$ cat src/rtl/axi_lite_regfile.sv
// rtl/axi_lite_regfile.sv - parametrised AXI4-Lite control/status register file
// Writable slots hold state; RO_MASK slots read back hw_status and reject writes.
module axi_lite_regfile #(
  parameter int                   DATA_W   = 32,
  parameter int                   ADDR_W   = 32,
  parameter int                   NUM_REGS = 8,
  parameter logic [NUM_REGS-1:0]  RO_MASK  = '0,
  parameter logic [DATA_W-1:0]    RST_VAL  = '0
) (
  input  logic                         aclk,
  input  logic                         aresetn,

  input  logic [ADDR_W-1:0]            s_axi_awaddr,
  input  logic [2:0]                   s_axi_awprot,
  input  logic                         s_axi_awvalid,
  output logic                         s_axi_awready,

  input  logic [DATA_W-1:0]            s_axi_wdata,
  input  logic [DATA_W/8-1:0]          s_axi_wstrb,
  input  logic                         s_axi_wvalid,
  output logic                         s_axi_wready,

  output logic [1:0]                   s_axi_bresp,
  output logic                         s_axi_bvalid,
  input  logic                         s_axi_bready,

  input  logic [ADDR_W-1:0]            s_axi_araddr,
  input  logic [2:0]                   s_axi_arprot,
  input  logic                         s_axi_arvalid,
  output logic                         s_axi_arready,

  output logic [DATA_W-1:0]            s_axi_rdata,
  output logic [1:0]                   s_axi_rresp,
  output logic                         s_axi_rvalid,
  input  logic                         s_axi_rready,

  output logic [NUM_REGS*DATA_W-1:0]   reg_out,
  input  logic [NUM_REGS*DATA_W-1:0]   hw_status,
  output logic [NUM_REGS-1:0]          wr_pulse
);

  localparam int STRB_W = DATA_W / 8;
  localparam int LSB    = $clog2(STRB_W);
  localparam int IDX_W  = (NUM_REGS > 1) ? $clog2(NUM_REGS) : 1;

  localparam logic [1:0] RESP_OKAY   = 2'b00;
  localparam logic [1:0] RESP_SLVERR = 2'b10;
  localparam logic [1:0] RESP_DECERR = 2'b11;

  logic                live;
  logic                aw_pending;
  logic                w_pending;
  logic [ADDR_W-1:0]   aw_addr_q;
  logic [DATA_W-1:0]   w_data_q;
  logic [STRB_W-1:0]   w_strb_q;
  logic [DATA_W-1:0]   regs_q [NUM_REGS];

  logic [ADDR_W-1:0]   aw_word;
  logic                aw_hit;
  logic [IDX_W-1:0]    aw_idx;
  logic                aw_ro;
  logic                commit;
  logic [DATA_W-1:0]   wmask;

  logic [ADDR_W-1:0]   ar_word;
  logic                ar_hit;
  logic [IDX_W-1:0]    ar_idx;
  logic [DATA_W-1:0]   rd_val;

  logic                unused_prot;
  assign unused_prot = ^{s_axi_awprot, s_axi_arprot};

  // live keeps every ready low while reset is held and for the first edge after it
  assign s_axi_awready = live & ~aw_pending & ~s_axi_bvalid;
  assign s_axi_wready  = live & ~w_pending  & ~s_axi_bvalid;
  assign s_axi_arready = live & ~s_axi_rvalid;

  assign aw_word = aw_addr_q >> LSB;
  assign aw_hit  = aw_word < ADDR_W'(NUM_REGS);
  assign aw_idx  = aw_word[IDX_W-1:0];
  assign commit  = aw_pending & w_pending & ~s_axi_bvalid;

  assign ar_word = s_axi_araddr >> LSB;
  assign ar_hit  = ar_word < ADDR_W'(NUM_REGS);
  assign ar_idx  = ar_word[IDX_W-1:0];

  always_comb begin
    wr_pulse = '0;
    aw_ro    = 1'b0;
    for (int i = 0; i < NUM_REGS; i++) begin
      if (aw_idx == IDX_W'(i)) begin
        aw_ro       = RO_MASK[i];
        wr_pulse[i] = commit & aw_hit & ~RO_MASK[i];
      end
    end
  end

  always_comb begin
    wmask = '0;
    for (int b = 0; b < STRB_W; b++) begin
      wmask[b*8 +: 8] = {8{w_strb_q[b]}};
    end
  end

  always_ff @(posedge aclk or negedge aresetn) begin
    if (!aresetn) begin
      live         <= 1'b0;
      aw_pending   <= 1'b0;
      w_pending    <= 1'b0;
      aw_addr_q    <= '0;
      w_data_q     <= '0;
      w_strb_q     <= '0;
      s_axi_bvalid <= 1'b0;
      s_axi_bresp  <= RESP_OKAY;
    end else begin
      live <= 1'b1;
      if (s_axi_awvalid && s_axi_awready) begin
        aw_pending <= 1'b1;
        aw_addr_q  <= s_axi_awaddr;
      end
      if (s_axi_wvalid && s_axi_wready) begin
        w_pending <= 1'b1;
        w_data_q  <= s_axi_wdata;
        w_strb_q  <= s_axi_wstrb;
      end
      // Handshakes cannot coincide with commit: both readies are low while pending
      if (commit) begin
        aw_pending   <= 1'b0;
        w_pending    <= 1'b0;
        s_axi_bvalid <= 1'b1;
        if (!aw_hit)     s_axi_bresp <= RESP_DECERR;
        else if (aw_ro)  s_axi_bresp <= RESP_SLVERR;
        else             s_axi_bresp <= RESP_OKAY;
      end else if (s_axi_bvalid && s_axi_bready) begin
        s_axi_bvalid <= 1'b0;
      end
    end
  end

  always_ff @(posedge aclk or negedge aresetn) begin
    if (!aresetn) begin
      for (int i = 0; i < NUM_REGS; i++) regs_q[i] <= RST_VAL;
    end else begin
      for (int i = 0; i < NUM_REGS; i++) begin
        if (wr_pulse[i]) regs_q[i] <= (regs_q[i] & ~wmask) | (w_data_q & wmask);
      end
    end
  end

  always_comb begin
    reg_out = '0;
    for (int i = 0; i < NUM_REGS; i++) begin
      reg_out[i*DATA_W +: DATA_W] = RO_MASK[i] ? '0 : regs_q[i];
    end
  end

  // Sampled against regs_q before this edge's write, so a colliding read sees the old value
  always_comb begin
    rd_val = '0;
    if (ar_hit) begin
      for (int i = 0; i < NUM_REGS; i++) begin
        if (ar_idx == IDX_W'(i)) begin
          rd_val = RO_MASK[i] ? hw_status[i*DATA_W +: DATA_W] : regs_q[i];
        end
      end
    end
  end

  always_ff @(posedge aclk or negedge aresetn) begin
    if (!aresetn) begin
      s_axi_rvalid <= 1'b0;
      s_axi_rdata  <= '0;
      s_axi_rresp  <= RESP_OKAY;
    end else if (s_axi_arvalid && s_axi_arready) begin
      s_axi_rvalid <= 1'b1;
      s_axi_rdata  <= rd_val;
      s_axi_rresp  <= ar_hit ? RESP_OKAY : RESP_DECERR;
    end else if (s_axi_rvalid && s_axi_rready) begin
      s_axi_rvalid <= 1'b0;
    end
  end

endmodule

$ cat config.mk
export PLATFORM = sky130hd
export DESIGN_NAME = axi_lite_regfile
export DESIGN_NICKNAME = d
export VERILOG_FILES = /design/src/rtl/axi_lite_regfile.sv
export SDC_FILE = /design/constraint.sdc
export NUM_CORES = 1
export LEC_CHECK = 0
export ABC_AREA = 1
export CAP_MARGIN = 10
export CORE_AREA = 3 3 263 265
export CTS_CLUSTER_SIZE = 40
export DETAILED_ROUTE_END_ITERATION = 16
export DIE_AREA = 0 0 266 268
export GPL_TIMING_DRIVEN = 0
export PLACE_DENSITY = 0.61
export SYNTH_ARGS = -nofsm -noshare
export SYNTH_HDL_FRONTEND = slang
export SYNTH_SLANG_ARGS = --single-unit
$ cat constraint.sdc
create_clock -name aclk -period 3.1 [get_ports aclk]
set_clock_uncertainty 0.2 [all_clocks]
set_input_delay 0.465 -clock aclk [delete_from_list [all_inputs] [get_ports aclk]]
set_output_delay 0.465 -clock aclk [all_outputs]
set_load 0.05 [all_outputs]
# Yosys cells after proc, flatten, opt, wreduce, memory -nomap -nowiden
# Cells that the tools add are included.
# totals
ff_bits,365
inputBits,369
output_inout_bits,305
elab_cells,103
# classes
n_lt_le_gt_ge,2
eq_ne,14
n_mux,27
bitwise_logic,30
reduce_logical,11
# op_table
operator,count
$and A32 B32 Y32,9
$mux W32,9
$or A32 B32 Y32,8
$lt A30 B4 Y1 const B,2
$not A32 Y32,1
$eq A3 B3 Y1 const B,8
$mux W1,16
$eq A3 B2 Y1 const B,4
$and A1 B1 Y1,8
$reduce_bool A2 Y1,4
$eq A3 B1 Y1 const B,2
$logic_not A3 Y1,2
$logic_and A1 B1 Y1,5
$mux W2,2
$not A1 Y1,4

# Logic depth before layout (Yosys ltp)
# depth
depth_word,10
ltp_mapped,13

# Worst setup path after synthesis
# Ideal clock, no wire load.
# synth_path
kind,reg2reg
from,reg s_axi_bvalid
to,reg w_data_q[26]
t_arrival_ns,2.890
required_ns,2.775
path_slack_ns,-0.115
path_stages_with_launch,5
path_buffers,1
cell_sequence,dfrtp_1 -> nor3_1 -> nand2_1 -> clkbuf_1 -> mux2_2
# synth_via
elab_chain_len,3
# synth_lines
item,line,source
"start, declared",24,"output logic s_axi_bvalid,"
"start signal, assigned",113,s_axi_bvalid <= 1'b0;
"start signal, assigned",130,s_axi_bvalid <= 1'b1;
"start signal, assigned",135,s_axi_bvalid <= 1'b0;
$not A1 Y1,75,assign s_axi_wready = live & ~w_pending & ~s_axi_bvalid;
$and A1 B1 Y1,75,
via s_axi_wready,21,"output logic s_axi_wready,"
$logic_and A1 B1 Y1,121,if (s_axi_wvalid && s_axi_wready) begin
"end signal, assigned",123,w_data_q <= s_axi_wdata;
"end, declared",54,logic [DATA_W-1:0] w_data_q;
# The timed path passes the listed nets, and every way through them passes these cells.
# A chain may end at the register's enable or synchronous reset.

# Worst setup path after layout
# layout_path
from,reg live
to,out s_axi_awready
# layout_via
elab_chain_len,2
# layout_lines
item,line,source
"start, declared",50,logic live;
"start signal, assigned",107,live <= 1'b0;
"start signal, assigned",116,live <= 1'b1;
$and A1 B1 Y1 (2 in a row),74,assign s_axi_awready = live & ~aw_pending & ~s_axi_bvalid;
"end, declared",16,"output logic s_axi_awready,"
# Every way passes these cells.

==> flow_summary.json <==
{
  "status": "finished, final reports clean",
  "crit_chain": "inv_1 -> nor3_1 -> clkdlybuf4s50_1",
  "muxShareOfSynthArea_pct": 3.44,
  "worstSetupPathType": "flop to output port",
  "maxCapViolations": 0,
  "yosys_warnings": 0,
  "drc": 0,
  "detail_route.vias_per_cell": 4.81,
  "p_leak_uw": 0.0119,
  "overflow": 0,
  "layout-drive-gt1-share_pct": 10.7,
  "detail_route.wl_per_cell_um": 23.3,
  "r2r-end": "w_data_q[26]",
  "critPathTopFamily": "buffers and inverters",
  "grt_pass1_wl_um": 115000,
  "htree_levels": 2,
  "hpwl_um": 63500,
  "yosys.area.top_type": "dfrtp_1",
  "dr.pass1.iters": 5,
  "hold_viol": 0,
  "ys_ff_latch": 361,
  "syn_nets": 2516,
  "worst_pin_slew_ps": 1060,
  "fillers": 6943,
  "synth_compound_area_share_pct": 1.15,
  "finalSetupTns_ps": 0,
  "timing.hold.ws_ps": 255,
  "cp_max_fo": 3,
  "place_area_um2": 23000,
  "synth.top_cell.area_share_pct": 51.0,
  "numCtsBuffers": 44,
  "cp_slowest_cell": "clkdlybuf4s50_1",
  "initial_utilization_pct": 26.4,
  "grt_max_degree": 109,
  "finalMaxSlewViolations": 0,
  "die_w_um": 266,
  "r2r-start": "live",
  "ff2ff_path_depth": 5,
  "core_um2": 67000,
  "synth-xor-area-share_pct": 0,
  "clk_latency_ps": 590,
  "post-route-period-util_pct": 96.1,
  "io_pins": 674,
  "ys_seq_area_share_pct": 51.0,
  "synth_fa_ha_area_share_pct": 0,
  "required_ps": 2430,
  "rsz0062_at_grt": "yes",
  "cts_tree": "done",
  "place_congestion": 0.870,
  "track_usage_pct": 22.3,
  "die_h_um": 268,
  "syn_area_um2": 17700,
  "ant_nets": 0,
  "fin_area_um2": 24500,
  "register_area_um2": 9030,
  "avgSynthCellArea_um2": 8.24,
  "clk_pin_slew_ps": 60,
  "hold_class": "primary input to async pin",
  "yosys.area_share.simple_pct": 38.5,
  "synth_area_leaders": "dfrtp_1 (51%), nand2_1 (18%), nand3_1 (9.7%)",
  "cts-root-buf": "clkbuf_16",
  "cp.depth": 3,
  "finalSetupViolations": 0,
  "end_kind": "output port",
  "ff2ff_setup_slack_ps": 280,
  "antenna_found_initial": 6,
  "dieArea_um2": 71300,
  "portBuffers": 407,
  "layoutNonFillerInstCount": 3513,
  "synthCells": 2147,
  "fin_nets": 2973,
  "grt_pass1_vias": 16100,
  "crit_buf_inv": 2,
  "multi_input_area_um2": 7650,
  "crit_arrival_ps": 2320,
  "cts_max_path_buffers": 3,
  "slew_headroom_pct": 29.3,
  "vdd_drop_max_uv": 509,
  "max_stage_delay_ps": 880,
  "pwr_density_cell_nw_per_um2": 589,
  "placed_cells": 3430,
  "num_rows": 95,
  "critPathLaunchType": "flop",
  "fmax_mhz": 336,
  "finalWirelength_um": 81900,
  "synth_top_family_by_area": "simple AND/OR/NAND/NOR gates",
  "synthDistinctLibCells": 31,
  "period_needed_ps": 2980,
  "drt_iter0_drc": 1468,
  "area_growth_pct": 38.2,
  "clock-sinks": 361,
  "vias": 16900
}
[how the worst max path moves through the flow]
stage	start	to	slack (ps)
global route	aw_addr_q[12]	wr_pulse[0]	-10
floorplan	s_axi_bvalid	aw_addr_q[12]	-9
finish	live	s_axi_awready	120
global placement	aresetn	aw_addr_q[20]	-15520
CTS	aw_addr_q[21]	wr_pulse[5]	-10
detailed placement	aw_addr_q[21]	wr_pulse[5]	-500
[power by group]
group	total, µW	switching [µW]	internal (µW)
Sequential	5340	168	5170
Clock	5200	2160	3040
Combinational	3870	2960	916
Total	14400	5290	9130
[kinds of logic after synthesis]
| kind of cell | count (synthesis) |
|---|---|
| compound gates | 40 |
| buf+inv | 212 |
| flops | 361 |
| mux | 54 |
| other cells | 1 |
| simple gates | 1479 |
[final cells by class]
type / instances / area share, %
sequential: 361 / 36.9
multi-input combinational: 1574 / 31.3
timing repair buffer: 412 / 17.1
clock buffer: 62 / 5.23
tap: 873 / 4.47
buffer: 147 / 3.36
inverter: 64 / 0.997
clock inverter: 17 / 0.619
antenna: 3 / 0.0307
[synth_stat cells]
cell / count
nand2_1: 860
dfrtp_1: 361
nand3_1: 343
nor2_1: 111
clkbuf_1: 88
inv_1: 58
mux2_2: 54
a21oi_1: 37
or2_2: 28
nand4_1: 27
or2_1: 27
buf_2: 26
buf_6: 26
nand4_4: 20
nor3_1: 16
or2_0: 16
nor2_4: 9
nand4_2: 7
nand3_2: 6
buf_4: 5
inv_2: 4
buf_1: 3
nor3_2: 3
clkinv_1: 2
nand3b_1: 2
nor4_1: 2
o21ai_0: 2
conb_1: 1
nand3_4: 1
nor2_2: 1
o21a_1: 1
[per-stage QoR]
step                setup WS (ps)  utilization (%)  power [µW]
floorplan                   -8.59                -        7660
global placement           -15520             34.1        9210
detailed placement           -502             34.2        9240
CTS                         -11.5             36.4       14500
global route                -11.1             36.5       15000
finish                        120             36.5       14400
[cells in the final DEF (no fill, tap or decap), drive strengths merged, types with 2 or more instances in the layout]
| cell type | Yosys | layout |
|---|---|---|
| nand3 | 350 | 350 |
| dfrtp | 361 | 361 |
| nand4 | 54 | 54 |
| inv | 62 | 64 |
| bufinv | 0 | 2 |
| clkbuf | 88 | 150 |
| mux2 | 54 | 54 |
| clkinvlp | 0 | 3 |
| nor4 | 2 | 2 |
| nor2 | 121 | 121 |
| buf | 60 | 71 |
| nand3b | 2 | 2 |
| clkinv | 2 | 12 |
| clkdlybuf4s50 | 0 | 398 |
| o21ai | 2 | 2 |
| nand2 | 860 | 860 |
| nor3 | 19 | 19 |
| diode | 0 | 3 |
| a21oi | 37 | 37 |
| or2 | 71 | 71 |
[per-layer routing]
metal	vias up	wire length (µm)	share of wire, %	track usage (%)
met5	-	53	0.065	0
met4	8	2010	2.5	5.82
met3	109	9670	12	9.01
met2	797	35200	43	33.8
met1	8135	35000	43	29.7
li1	7841	-	-	-
[repair_timing]
| action | 4_1_cts | 5_1_grt |
|---|---|---|
| setup buffers | 1 | 0 |
| endpoints found under the setup margin | 8 | 26 |
| cloned | 0 | 0 |
| endpoints found under the hold margin | 56 | 0 |
| pin swaps | 1 | 0 |
| resized for setup | 60 | 11 |
| hold buffers | 1 | 0 |
Power figures use the tool's default switching activity.
